### config.mk
export PLATFORM = sky130hd
export DESIGN_NAME = seq_alu
export DESIGN_NICKNAME = d
export VERILOG_FILES = /design/src/rtl/seq_alu.sv
export SDC_FILE = /design/constraint.sdc
export NUM_CORES = 1
export LEC_CHECK = 0
export CORE_ASPECT_RATIO = 1.1
export CORE_UTILIZATION = 30
export DETAILED_ROUTE_END_ITERATION = 16
export PLACE_DENSITY = 0.58
export SKIP_CTS_REPAIR_TIMING = 1
export SLEW_MARGIN = 30
export SYNTH_ARGS = -nofsm -noshare
export SYNTH_HDL_FRONTEND = slang
export SYNTH_SLANG_ARGS = --single-unit
### constraint.sdc
create_clock -name clk -period 3.8 [get_ports clk]
set_clock_uncertainty 0.1 [all_clocks]
set_input_delay 0.38 -clock clk [delete_from_list [all_inputs] [get_ports clk]]
set_output_delay 0.38 -clock clk [all_outputs]
set_load 0.02 [all_outputs]
### src/rtl/seq_alu.sv
// seq_alu: multi-cycle ALU for the factorial CPU datapath.
// Single-cycle ops complete one clock after start. MUL is an iterative shift-add multiplier
// that runs for WIDTH clocks. Results and flags are registered and held between completions.
module seq_alu #(
    parameter int unsigned WIDTH = 8
) (
    input  logic             clk,
    input  logic             reset,
    input  logic [WIDTH-1:0] a_i,
    input  logic [WIDTH-1:0] b_i,
    input  logic [2:0]       op_i,
    input  logic             start_i,
    output logic             busy_o,
    output logic             done_o,
    output logic [WIDTH-1:0] result_o,
    output logic             zero_o,
    output logic             carry_o,
    output logic             ovf_o
);

    localparam int unsigned CntW = $clog2(WIDTH) + 1;

    localparam logic [2:0] OpAdd = 3'b000;
    localparam logic [2:0] OpSub = 3'b001;
    localparam logic [2:0] OpAnd = 3'b010;
    localparam logic [2:0] OpOr  = 3'b011;
    localparam logic [2:0] OpXor = 3'b100;
    localparam logic [2:0] OpInc = 3'b101;
    localparam logic [2:0] OpDec = 3'b110;
    localparam logic [2:0] OpMul = 3'b111;

    typedef enum logic [0:0] {StIdle, StMul} state_e;

    state_e               state_q, state_d;
    logic [2*WIDTH-1:0]   mcand_q, mcand_d;
    logic [2*WIDTH-1:0]   acc_q, acc_d;
    logic [WIDTH-1:0]     mplier_q, mplier_d;
    logic [CntW-1:0]      count_q, count_d;
    logic [WIDTH-1:0]     result_q, result_d;
    logic                 zero_q, zero_d;
    logic                 carry_q, carry_d;
    logic                 ovf_q, ovf_d;
    logic                 done_q, done_d;

    logic [WIDTH:0]       alu_ext;
    logic [2*WIDTH-1:0]   acc_sum;

    // Single-cycle datapath: bit WIDTH of the extended result is carry (add) or borrow (sub).
    always_comb begin
        alu_ext = '0;
        case (op_i)
            OpAdd:   alu_ext = {1'b0, a_i} + {1'b0, b_i};
            OpSub:   alu_ext = {1'b0, a_i} - {1'b0, b_i};
            OpAnd:   alu_ext = {1'b0, a_i & b_i};
            OpOr:    alu_ext = {1'b0, a_i | b_i};
            OpXor:   alu_ext = {1'b0, a_i ^ b_i};
            OpInc:   alu_ext = {1'b0, a_i} + (WIDTH+1)'(1);
            OpDec:   alu_ext = {1'b0, a_i} - (WIDTH+1)'(1);
            default: alu_ext = '0;
        endcase
    end

    // Next-state logic for the FSM, the multiplier and the result registers.
    always_comb begin
        state_d  = state_q;
        mcand_d  = mcand_q;
        acc_d    = acc_q;
        mplier_d = mplier_q;
        count_d  = count_q;
        result_d = result_q;
        zero_d   = zero_q;
        carry_d  = carry_q;
        ovf_d    = ovf_q;
        done_d   = 1'b0;
        acc_sum  = acc_q + (mplier_q[0] ? mcand_q : '0);

        case (state_q)
            StIdle: begin
                if (start_i) begin
                    if (op_i == OpMul) begin
                        mcand_d  = {{WIDTH{1'b0}}, a_i};
                        mplier_d = b_i;
                        acc_d    = '0;
                        count_d  = '0;
                        state_d  = StMul;
                    end else begin
                        result_d = alu_ext[WIDTH-1:0];
                        zero_d   = (alu_ext[WIDTH-1:0] == '0);
                        carry_d  = alu_ext[WIDTH];
                        ovf_d    = 1'b0;
                        done_d   = 1'b1;
                    end
                end
            end
            StMul: begin
                acc_d    = acc_sum;
                mcand_d  = mcand_q << 1;
                mplier_d = mplier_q >> 1;
                count_d  = count_q + CntW'(1);
                // Last iteration: commit the product straight from the adder output.
                if (count_q == CntW'(WIDTH - 1)) begin
                    result_d = acc_sum[WIDTH-1:0];
                    zero_d   = (acc_sum[WIDTH-1:0] == '0);
                    carry_d  = 1'b0;
                    ovf_d    = |acc_sum[2*WIDTH-1:WIDTH];
                    done_d   = 1'b1;
                    state_d  = StIdle;
                end
            end
            default: state_d = StIdle;
        endcase
    end

    // State registers; reset aborts any MUL in flight and clears all outputs.
    always_ff @(posedge clk or posedge reset) begin
        if (reset) begin
            state_q  <= StIdle;
            mcand_q  <= '0;
            acc_q    <= '0;
            mplier_q <= '0;
            count_q  <= '0;
            result_q <= '0;
            zero_q   <= 1'b0;
            carry_q  <= 1'b0;
            ovf_q    <= 1'b0;
            done_q   <= 1'b0;
        end else begin
            state_q  <= state_d;
            mcand_q  <= mcand_d;
            acc_q    <= acc_d;
            mplier_q <= mplier_d;
            count_q  <= count_d;
            result_q <= result_d;
            zero_q   <= zero_d;
            carry_q  <= carry_d;
            ovf_q    <= ovf_d;
            done_q   <= done_d;
        end
    end

    assign busy_o   = (state_q == StMul);
    assign done_o   = done_q;
    assign result_o = result_q;
    assign zero_o   = zero_q;
    assign carry_o  = carry_q;
    assign ovf_o    = ovf_q;

endmodule

==> impl_metrics.json <==
{
  "ys.warnings.count": 0,
  "timing.critical_path.arrival_ns": 3.60,
  "synth-edff-count": 0,
  "worst-slew-pin-transition_ns": 0.864,
  "gr-total-overflow": 0,
  "mostFrequentLayoutCell": "sky130_fd_sc_hd__nand2_1",
  "vias": 3989,
  "die_area_um2": 15100,
  "die_width_um": 117,
  "multi_input_comb_area_um2": 2750,
  "postSynthAreaPerCell_um2": 8.17,
  "final_util": 0.372,
  "fmax_ghz": 0.287,
  "predominant_post_synthesis_flop_cell": "sky130_fd_sc_hd__dfrtp_1",
  "ys_ff_latch": 57,
  "failed_checks": "design-rule violations",
  "clock_path_buffers": 2,
  "worst_slew_margin_relative_to_its_limit": 0.420,
  "mostFrequentLayoutCells": "sky130_fd_sc_hd__nand2_1 (80), sky130_fd_sc_hd__dfrtp_1 (56), sky130_fd_sc_hd__o21ai_0 (49)",
  "cts_root_buffer": "sky130_fd_sc_hd__clkbuf_16",
  "setup_tns_ns": 0,
  "syn_to_final_growth_pct": 21.6,
  "cts-htree-levels": 3,
  "post_drt_wl_per_cell_um": 15.4,
  "post-synth-top-area-fraction": 0.324,
  "core_um2": 14400,
  "crit_type": "primary input to register",
  "regToRegSetupSlack_ns": 0.65,
  "asyncSetResetFlopFracSynth": 1.00,
  "critical_path.startpoint_type": "primary input",
  "dp.final_hpwl_um": 9350,
  "syn_area_um2": 4400,
  "power_density_cells_nw_per_um2": 600,
  "post_synth_inst_count": 538,
  "setup_ws_ns": 0.320,
  "cp_max_fo": 3,
  "ys_top_cells_by_area": "sky130_fd_sc_hd__dfrtp_1 (32%), sky130_fd_sc_hd__ha_1 (12%), sky130_fd_sc_hd__nand2_1 (6.8%), sky130_fd_sc_hd__o21ai_0 (5.6%), sky130_fd_sc_hd__a21oi_1 (3.9%)",
  "via_count_of_the_first_global_routing_pass": 4017,
  "port-buffer-count": 34,
  "gr-usage-all-layers": 0.164,
  "synth.largest_area_cell": "sky130_fd_sc_hd__dfrtp_1",
  "final_period_minus_worst_setup_slack_ns": 3.48,
  "row_count": 46,
  "cts.clk_slew.worst_paths_ns": 0.05,
  "min_path_type": "register to register",
  "timing.critical_path.required_ns": 3.92,
  "antenna_found_initial": 0,
  "final-max-slew-violation-count": 0,
  "drt.antenna.violating_nets": 0,
  "antennaDiodeCount": 0,
  "sequential_cell_area_um2": 1430,
  "clock_sinks": 57,
  "postSynthNetCount": 604,
  "leakagePower_uw": 0.00246,
  "detail_route.wirelength_um": 12000,
  "route.detailed.vias_per_inst": 5.15,
  "fill_cells": 1518,
  "drv.max_cap_violation_count": 0,
  "power.ir.vdd_worst_v": 0.000211,
  "end_kind": "register",
  "clk_latency_ns": 0.32,
  "final_nets": 644,
  "grt_start_max_net_pins": 51,
  "grt_setup_unrepaired": "false",
  "yosysUniqueCellTypes": 60,
  "final_min_period_over_clock_period": 0.916,
  "timing_hold_violations_final": 0,
  "finalSetupViolations": 0,
  "first_pass_iteration_count_of_the_detailed_router": 12,
  "drt_iter0_markers": 333,
  "dp_slack_ns": 0.0392,
  "final_layout_size_suffix_gt1_frac": 0.0772,
  "whs_ns": 0.376,
  "route.detailed.drc": 1,
  "initial_core_util": 0.306,
  "grt_pass1_wl_um": 19800,
  "clock_tree_from_tritoncts": "done",
  "status": "complete, but fails checks",
  "tritoncts_buffer_count": 9,
  "die-height_um": 129,
  "num_io_pins": 35,
  "gpl.final_weighted_congestion": 0.914,
  "sequential_element_share_of_the_synthesized_area": 0.324
}
==> layer usage <==
metal  vias to the layer above  routed length (um)  track usage
met5                         -                   0            0
met4                         0                 170       0.0474
met3                        12                 314       0.0266
met2                        59                5950        0.302
met1                      1917                5520        0.195
li1                       2001                   -            -
==> worst paths after layout <==
path	startpoint	cells past startpoint	endpoint
max in group asynchronous	reset	3	acc_q[10]
min in group asynchronous	reset	2	mplier_q[2]
min	carry_o	2	carry_o
max reg2reg	mplier_q[0]	9	ovf_o
max	b_i[0]	12	zero_o
min reg2reg	carry_o	2	carry_o
==> cell families after synthesis <==
logic type,synth area share
compound gates,0.228
xor+xnor,0.0478
fa+ha+maj,0.129
buf+inv,0.0501
flops,0.324
mux,0.00683
simple gates,0.214
==> registers in the layout (all words and copies together) (netlist names) <==
signal and cells:
busy_o 1, mcand_q 16, acc_q 16, zero_o 1
mplier_q 8, result_o 8, carry_o 1, done_o 1
count_q 4, ovf_o 1
==> power by group <==
part | switching (uW) | internal (uW) | leakage (uW)
Combinational | 769 | 546 | 0.00155
Clock | 273 | 590 | 0.000159
Sequential | 191 | 839 | 0.000749
==> metrics by stage <==
stage	std cells	area, um^2	total power (uW)
5_1_grt	775	5350	3440
6_report	775	5350	3210
2_1_floorplan	538	4400	1870
3_3_place_gp	759	5030	2320
3_5_place_dp	759	5030	2350
4_1_cts	775	5350	3230
==> layout make-up <==
class,instances,share of cell area
multi-input combinational,426,0.515
sequential,57,0.267
timing repair buffer,55,0.0931
clock buffer,11,0.0454
tap,192,0.0449
inverter,29,0.0204
clock inverter,5,0.0147
==> cell usage after synthesis, types with 2 or more instances <==
cell                        n
sky130_fd_sc_hd__ha_1      42
sky130_fd_sc_hd__o31ai_1    3
sky130_fd_sc_hd__inv_1     29
sky130_fd_sc_hd__buf_2      5
sky130_fd_sc_hd__dfrtp_1   57
sky130_fd_sc_hd__nand2b_1   5
sky130_fd_sc_hd__xnor2_1   18
sky130_fd_sc_hd__o41ai_1    5
sky130_fd_sc_hd__nor2_1    41
sky130_fd_sc_hd__o211ai_1   6
sky130_fd_sc_hd__o21ai_0   49
sky130_fd_sc_hd__a22oi_1    5
sky130_fd_sc_hd__o311ai_0   2
sky130_fd_sc_hd__a21o_1     5
sky130_fd_sc_hd__or4_1      4
sky130_fd_sc_hd__a211oi_1   6
sky130_fd_sc_hd__mux2i_1    3
sky130_fd_sc_hd__a31oi_1    8
sky130_fd_sc_hd__a41oi_1    2
sky130_fd_sc_hd__and3_1     4
sky130_fd_sc_hd__clkbuf_1  20
sky130_fd_sc_hd__fa_1       2
sky130_fd_sc_hd__o221ai_1   5
sky130_fd_sc_hd__o21a_1     8
sky130_fd_sc_hd__nand3b_1   3
sky130_fd_sc_hd__nor3_1     9
sky130_fd_sc_hd__a221oi_1   2
sky130_fd_sc_hd__nand2_1   80
sky130_fd_sc_hd__nand3_1   12
sky130_fd_sc_hd__and2_1    16
sky130_fd_sc_hd__nor2b_1    7
sky130_fd_sc_hd__or3_1      6
sky130_fd_sc_hd__xor2_1     6
sky130_fd_sc_hd__a21oi_1   34
sky130_fd_sc_hd__o22ai_1    3
sky130_fd_sc_hd__or2_2      2
==> worst max-delay path: stages <==
cell and delay (ns):
sky130_fd_sc_hd__clkdlybuf4s50_1 0.50, sky130_fd_sc_hd__inv_1 0.07, sky130_fd_sc_hd__ha_1 0.31, sky130_fd_sc_hd__o22ai_1 0.15, sky130_fd_sc_hd__a21oi_1 0.09, sky130_fd_sc_hd__fa_1 0.45, sky130_fd_sc_hd__xnor2_1 0.14, sky130_fd_sc_hd__a222oi_1 0.44
sky130_fd_sc_hd__nand3_1 0.12, sky130_fd_sc_hd__or4_1 0.41, sky130_fd_sc_hd__or3_1 0.33, sky130_fd_sc_hd__o31ai_2 0.21
Power figures use the tool's default switching activity.
